==> src/rtl/fast_ring_fetcher.sv <==
// FAST-9/12 sample gatherer: centre pixel plus 16-pixel radius-3 ring,
// read serially from a 1-cycle-latency x/y addressed image SRAM.
module fast_ring_fetcher #(
  parameter int PIXEL_DEPTH = 8,
  parameter int X_MAX       = 5,
  parameter int Y_MAX       = 5
) (
  input  logic                          clk,
  input  logic                          rst,
  input  logic                          start,
  input  logic [$clog2(X_MAX)-1:0]      cx,
  input  logic [$clog2(Y_MAX)-1:0]      cy,
  output logic                          busy,
  output logic                          done,
  output logic [PIXEL_DEPTH-1:0]        center_px,
  output logic [16*PIXEL_DEPTH-1:0]     ring_px,
  output logic [$clog2(X_MAX)-1:0]      sram_x_addr,
  output logic [$clog2(Y_MAX)-1:0]      sram_y_addr,
  output logic                          sram_ren,
  output logic                          sram_wen,
  input  logic [PIXEL_DEPTH-1:0]        sram_rdat
);

  localparam int XW = $clog2(X_MAX);
  localparam int YW = $clog2(Y_MAX);
  localparam int XC = XW + 2;
  localparam int YC = YW + 2;

  localparam logic signed [XC-1:0] XLIM = XC'(X_MAX);
  localparam logic signed [YC-1:0] YLIM = YC'(Y_MAX);

  typedef enum logic [1:0] {
    IDLE,
    ISSUE,
    DRAIN,
    DONE
  } state_t;

  state_t state;
  state_t state_nx;

  logic [4:0]           seq_idx;
  logic [XW-1:0]        cx_q;
  logic [YW-1:0]        cy_q;
  logic signed [2:0]    odx;
  logic signed [2:0]    ody;
  logic signed [XC-1:0] px;
  logic signed [YC-1:0] py;
  logic                 oob;

  logic                   pend_vld;
  logic                   pend_oob;
  logic [4:0]             pend_idx;
  logic [3:0]             ring_k;
  logic [PIXEL_DEPTH-1:0] cap;

  // Slot 0 is the centre; slot k+1 is ring point k.
  always_comb begin
    odx = 3'sd0;
    ody = 3'sd0;
    case (seq_idx)
      5'd1:  begin odx =  3'sd0; ody = -3'sd3; end
      5'd2:  begin odx =  3'sd1; ody = -3'sd3; end
      5'd3:  begin odx =  3'sd2; ody = -3'sd2; end
      5'd4:  begin odx =  3'sd3; ody = -3'sd1; end
      5'd5:  begin odx =  3'sd3; ody =  3'sd0; end
      5'd6:  begin odx =  3'sd3; ody =  3'sd1; end
      5'd7:  begin odx =  3'sd2; ody =  3'sd2; end
      5'd8:  begin odx =  3'sd1; ody =  3'sd3; end
      5'd9:  begin odx =  3'sd0; ody =  3'sd3; end
      5'd10: begin odx = -3'sd1; ody =  3'sd3; end
      5'd11: begin odx = -3'sd2; ody =  3'sd2; end
      5'd12: begin odx = -3'sd3; ody =  3'sd1; end
      5'd13: begin odx = -3'sd3; ody =  3'sd0; end
      5'd14: begin odx = -3'sd3; ody = -3'sd1; end
      5'd15: begin odx = -3'sd2; ody = -3'sd2; end
      5'd16: begin odx = -3'sd1; ody = -3'sd3; end
      default: begin odx = 3'sd0; ody = 3'sd0; end
    endcase
  end

  always_comb begin
    px  = $signed({2'b00, cx_q}) + XC'(odx);
    py  = $signed({2'b00, cy_q}) + YC'(ody);
    oob = (px < 0) || (px >= XLIM) ||
          (py < 0) || (py >= YLIM);
  end

  assign busy     = (state != IDLE);
  assign done     = (state == DONE);
  assign sram_wen = 1'b0;
  assign sram_ren = (state == ISSUE) && !oob;

  // Idle addresses are parked at zero so they never carry X.
  assign sram_x_addr = sram_ren ? px[XW-1:0] : '0;
  assign sram_y_addr = sram_ren ? py[YW-1:0] : '0;

  always_comb begin
    state_nx = state;
    unique case (state)
      IDLE:  if (start) state_nx = ISSUE;
      ISSUE: if (seq_idx == 5'd16) state_nx = DRAIN;
      DRAIN: state_nx = DONE;
      DONE:  state_nx = IDLE;
      default: state_nx = IDLE;
    endcase
  end

  always_ff @(posedge clk or posedge rst) begin
    if (rst) begin
      state   <= IDLE;
      seq_idx <= '0;
      cx_q    <= '0;
      cy_q    <= '0;
    end else begin
      state <= state_nx;
      if (state == IDLE && start) begin
        cx_q    <= cx;
        cy_q    <= cy;
        seq_idx <= '0;
      end else if (state == ISSUE) begin
        seq_idx <= seq_idx + 5'd1;
      end
    end
  end

  assign cap    = pend_oob ? '0 : sram_rdat;
  assign ring_k = pend_idx[3:0] - 4'd1;

  // The slot tag trails the issue by one cycle to meet the read data.
  always_ff @(posedge clk or posedge rst) begin
    if (rst) begin
      pend_vld  <= 1'b0;
      pend_oob  <= 1'b0;
      pend_idx  <= '0;
      center_px <= '0;
      ring_px   <= '0;
    end else begin
      pend_vld <= (state == ISSUE);
      pend_oob <= oob;
      pend_idx <= seq_idx;
      if (pend_vld) begin
        if (pend_idx == 5'd0)
          center_px <= cap;
        else
          ring_px[ring_k*PIXEL_DEPTH +: PIXEL_DEPTH] <= cap;
      end
    end
  end

endmodule

==> config.mk <==
export PLATFORM = sky130hd
export DESIGN_NAME = fast_ring_fetcher
export DESIGN_NICKNAME = d
export VERILOG_FILES = /design/src/rtl/fast_ring_fetcher.sv
export SDC_FILE = /design/constraint.sdc
export NUM_CORES = 1
export LEC_CHECK = 0
export CORE_MARGIN = 2
export CORE_UTILIZATION = 40
export CTS_BUF_LIST = sky130_fd_sc_hd__clkbuf_8
export CTS_CLUSTER_SIZE = 12
export DETAILED_ROUTE_END_ITERATION = 16
export GPL_TIMING_DRIVEN = 0
export PLACE_DENSITY = 0.77
export SLEW_MARGIN = 25
export SYNTH_ARGS = -nofsm -noshare
export SYNTH_HDL_FRONTEND = slang
export SYNTH_SLANG_ARGS = --single-unit
==> constraint.sdc <==
create_clock -name clk -period 15.5 [get_ports clk]
set_input_delay 3.1 -clock clk [delete_from_list [all_inputs] [get_ports clk]]
set_output_delay 3.1 -clock clk [all_outputs]
set_load 0.05 [all_outputs]
### Word level (Yosys, flattened, before mapping)

Memory sizes are Yosys's and may differ from the RTL's.
Index checks and enable logic that the tools add are counted.

| storage, ports and cells | value |
|---|---|
| bits in registers | 156 |
| bits in read-only memories | 192 |
| input bits | 17 |
| logic and storage cells | 50 |
| memories kept | 1 |

Memories:

| memory | depth | bits a word | read ports | clocked after memory_dff | wr ports | line | text |
|---|---|---|---|---|---|---|---|
| (no name shown) | 32 | 6 | 1 | 0 | 0 | 61 | `case (seq_idx)` |

| cells by class | value |
|---|---|
| add/subtract/negate cells | 5 |
| magnitude comparators | 4 |
| eq/ne operators | 6 |
| shift operators | 2 |
| multiplexer cells | 9 |
| bitwise gates (word level) | 1 |
| reductions and logical operators | 13 |

Operators with widths:

| kind | count |
|---|---|
| $bwmux 128 | 1 |
| $shift 8x34->128 const A | 1 |
| $shiftx 8x34->128 | 1 |
| $neg 7->34 | 1 |
| $add 4x3->5 | 2 |
| $ge 5x4->1 const B | 2 |
| $lt 5x1->1 const B | 2 |
| $mux 5 | 2 |
| $mux 8 | 1 |
| $pmux 2 s4 | 1 |
| $mux 3 | 2 |
| $reduce_and 2->1 | 3 |
| $add 5x1->5 const B | 1 |
| $eq 5x5->1 const B | 1 |
| $logic_not 5->1 | 1 |
| $eq 2x2->1 const B | 2 |
| $mux 2 | 2 |
| $reduce_bool 2->1 | 2 |
| $sub 4x1->4 const B | 1 |
| $logic_or 1x1->1 | 3 |
| $eq 2x1->1 const B | 1 |
| $logic_and 1x1->1 | 2 |
| $logic_not 2->1 | 1 |
| $ne 2x1->1 const B | 1 |
| 3 further kinds | 3 |

### Logic depth before layout (Yosys ltp)

Gate-level depths: netlist (run 1).
An unclocked memory read counts as a cell.

| logic depth | value |
|---|---|
| depth in word-level cells | 9 |
| depth in mapped cells | 12 |
| depth with buffers taken out | 12 |

### Worst setup path after synthesis (run 1)

No wires, ideal clock.

| timing path | value |
|---|---|
| path kind | flip-flop to output port |
| from | register seq_idx[1] |
| to | output sram_y_addr[2] |
| arrival | 3.819 ns |
| slack | 8.581 ns |
| stages on the path, launching flop included | 10 |
| cells stage by stage | dfrtp_1 -> inv_1 -> ha_1 -> mux2_2 -> a211o_1 -> fa_1 -> o41a_1 -> mux2i_1 -> nand4_1 -> nor3b_1 |

| between the ends | value |
|---|---|
| word-level cells in the longest chain between the ends | 9 |

RTL lines:

| what | line | text |
|---|---|---|
| from (decl) | 42 | `logic [4:0] seq_idx;` |
| from (signal assigned) | 122 | `seq_idx <= seq_idx + 5'd1;` |
| $mem_v2 32x6 (*) | n/a |  |
| $add 4x3->5 | 83 | `px = $signed({2'b00, cx_q}) + XC'(odx);` |
| $lt 5x1->1 or $ge 5x4->1 (tied branches) | 85 | `oob = (px < 0) \|\| (px >= XLIM) \|\|` |
| $logic_or 1x1->1 (2 in series) | 85 |  |
| $logic_or 1x1->1 (*) | 86 | `(py < 0) \|\| (py >= YLIM);` |
| named net oob | 49 | `logic oob;` |
| $logic_not 1->1 (*) | 92 | `assign sram_ren = (state == ISSUE) && !oob;` |
| $logic_and 1x1->1 (*) | 92 |  |
| $mux 3 (*) | 96 | `assign sram_y_addr = sram_ren ? py[YW-1:0] : '0;` |
| to (decl) | 18 | `output logic [$clog2(Y_MAX)-1:0] sram_y_addr,` |

The timed path passes the listed nets; every way through them passes the cells marked *.

### Final worst setup path (run 1)

Ends and elaborated chain as after synthesis.

==> results of run 1 <==
[state kept, by name, indices dropped and copies added (netlist names)]
name and flops:
ring_px 128, center_px 8, pend_idx 5, seq_idx 5, cx_q 3, cy_q 3, state 2, pend_oob 1
pend_vld 1
[layer usage]
| layer | track usage | wire length, µm |
|---|---|---|
| met4 | 0.0567 | 290 |
| met1 | 0.237 | 7280 |
| met5 | 0 | 0 |
| met3 | 0.0488 | 786 |
| met2 | 0.348 | 9150 |
[cells in the final DEF, fill, tap and decap left out, drive strengths merged, types with 5 or more instances in the layout]
master and instances:
a21o 8, ha 24, o21ai 21, clkinv 7, nor3 16, clkbuf 24
nor2 42, nand2 31, a21oi 5, nand3 5, nand2b 10, mux2i 7
mux2 124, buf 12, clkdlybuf4s50 161, inv 27, dfrtp 156
[cells by family after synthesis]
kind of cell | count (synthesis) | share of synthesized area
AO/OA/AOI/OAI | 49 | 0.0459
XOR/XNOR | 8 | 0.0100
adder cells (fa/ha/maj) | 26 | 0.0486
buffers and inverters | 42 | 0.0284
flip-flops | 156 | 0.557
multiplexers | 131 | 0.209
other | 1 | 0.000535
AND/OR/NAND/NOR | 122 | 0.0997
[layout make-up]
| class | count | share of cell area |
|---|---|---|
| Multi-Input combinational cell | 337 | 0.312 |
| Inverter | 25 | 0.0109 |
| Buffer | 17 | 0.0113 |
| Timing Repair Buffer | 162 | 0.177 |
| Sequential cell | 156 | 0.420 |
| Tap cell | 225 | 0.0303 |
| Clock buffer | 18 | 0.0267 |
| Clock inverter | 14 | 0.0115 |
[worst max-delay path by stage]
stage,endpoint,slack (ps)
floorplan,center_px[0]$_DFFE_PP0P_,8190
global placement,ring_px[72]$_DFFE_PP0P_,6500
detailed placement,sram_y_addr[2],8250
CTS,sram_y_addr[2],7710
global route,sram_y_addr[2],7370
finish,sram_y_addr[2],7750
[through the flow]
| stage | utilization | area (µm²) | setup WS, ps | cells |
|---|---|---|---|---|
| after detailed placement | 0.520 | 8930 | 8250 | 922 |
| after floorplan | - | 7000 | 8190 | 535 |
| final | 0.541 | 9290 | 7750 | 954 |
| after global placement | 0.518 | 8900 | 6500 | 921 |
| after CTS | 0.541 | 9290 | 7710 | 954 |
| after global routing | 0.541 | 9290 | 7370 | 954 |
[worst max-delay path, stage by stage (launching register included)]
cell	delay [ps]
dfrtp_1	510
inv_1	170
ha_1	240
mux2i_1	90
o311ai_0	710
ha_1	410
o41a_1	450
mux2i_1	200
nand4_1	320
nor3b_1	290
clkdlybuf4s50_1	840
==> run_results.csv, run 1 <==
group,metric,value,unit
run_status,status,"finished, final reports clean",
placed_design,place.gp.congestion,0.867,
critical_path,crit_start,"seq_idx[1]$_DFFE_PP0P_",
worst_hold_path,hold_depth,0,
die,dieWidth,136,µm
global_route,antenna_found_initial,0,
drt,drt_iter0_markers,207,
die,start_util,0.408,
die,die_h,136,µm
drt,vias,4878,
yosys,ys_warn_count,0,
critical_path,worst-r2r-setup-slack,12180,ps
yosys,yosysTopAreaCell,"dfrtp_1",
drt,routed_wl,17500,µm
die,core,17200,µm²
yosys,synth-seq-cells,156,
critical_path,rr_endpoint,"pend_oob$_DFF_PP0_",
worst_hold_path,holdPathEnd,"pend_idx[4]$_DFF_PP0_",
sta,finalCritPeriodShare,0.500,
clock_tree,cts_root_buffer,"clkbuf_8",
drt,viasPerCell,5.11,
critical_path,crit_fanout,10,
yosys,synth_edf_count,0,
placed_design,dp_hpwl,12600,µm
critical_path,critPathRequiredTime,12400,ps
clock_tree,clock_latency,440,ps
sta,slew_viol_final,0,
global_route,grt_max_degree,82,
yosys,synth.most_common_cell,"dfrtp_1",
critical_path,reg2reg_from,"seq_idx[1]$_DFFE_PP0P_",
drt,drt-wirelength-per-cell,18.3,µm
yosys,synth_area_leaders,"dfrtp_1 (56%), mux2_2 (19%), ha_1 (4.3%)",
drt,drt_first_pass_iters,4,
sta,fmax,129,MHz
yosys,synthArstFlopShare,1.00,
yosys,synth_ff_type,"dfrtp_1",
yosys,synth.avg_cell_area,13.1,µm²
clock_tree,hold_buffers,0,
clock_tree,cts_resized,0,
yosys,syn_area,7000,µm²
yosys,ys_types,52,
global_route,track_usage,0.197,
sta,max_slew.worst_pin.slew,905,ps
clock_tree,numCtsBuffers,17,
yosys,synth_top_area_frac,0.557,
clock_tree,htreeDepth,4,
global_route,grt_pass1_wl,27500,µm
die,num_rows,48,
critical_path,startpoint_type,"register",
sta,fin_crit,7750,ps
clock_tree,clock_path_buffers,2,
placed_design,port_buffers,161,
sta,max-slew-margin-rel,0.395,
sta,setup_viol,0,
flow_run,maxCapViolCount,0,
sta,finalSetupTns,0,ps
die,ios,163,
layout,nNetsFinal,759,
layout,seqCellArea,3900,µm²
clock_tree,cts_sinks,156,
clock_tree,cts_setup_buffers,0,
layout,areaGrowthSynthToFinish,32.6,%
yosys,synth_nets,578,
critical_path,end_kind,"output port",
global_route,grt_pass1_vias,5080,
yosys,ys_seq_area_frac,0.557,
drt,drc,0,
clock_tree,clk_pin_slew,80,ps
sta,clock-skew-final,10.7,ps
die,dieArea,18600,µm²
layout,n_antenna_cell,0,
yosys,synth_common_cells,"dfrtp_1 (156), mux2_2 (117), nor2_1 (41)",
drt,ant_nets,0,
sta,rsz0062_at_grt,"false",
layout,fill_cells,1477,
layout,multi_input_area,2900,µm²
worst_hold_path,hp-start,"seq_idx[4]$_DFFE_PP0P_",
worst_hold_path,holdCritPathClass,"reg -> reg",
layout,layout-drive-gt1-share,0.240,
sta,fin_hold_ws,406,ps
yosys,synthCells,535,
sta,final-hold-violation-count,0,
clock_tree,tritoncts,"done",
critical_path,arrival,4650,ps
global_route,gr-total-overflow,0,
critical_path,path_class,"reg -> out",
critical_path,reg2reg_depth,8,
Power of run 1 is left out: the tool's default activity adds up to more than one toggle a clock period on the data nets, which glitch-free logic cannot reach.
==> inputs of run 2 (changes only) <==
Clock period 15.5 ns to 7.25 ns, I/O delays scaled along.
==> results of run 2 <==
The final DEF is identical to that of run 1. Status: finished, final reports clean.
Among the figures that moved: setup slack after placement 8250 ps -> 1650 ps; setup slack after layout 7750 ps -> 1150 ps; register-to-register setup slack 12180 ps -> 3930 ps
Power of run 2 is left out for the same reason.
==> inputs of run 3 (changes only) <==
Clock period 7.25 ns to 6.3 ns, I/O delays scaled along.
==> results of run 3 <==
The final DEF is identical to that of run 1. Status: finished, final reports clean.
Among the figures that moved: setup slack after placement 8250 ps -> 892 ps; setup slack after layout 7750 ps -> 391 ps; register-to-register setup slack 12180 ps -> 2980 ps
Power of run 3 is left out for the same reason.
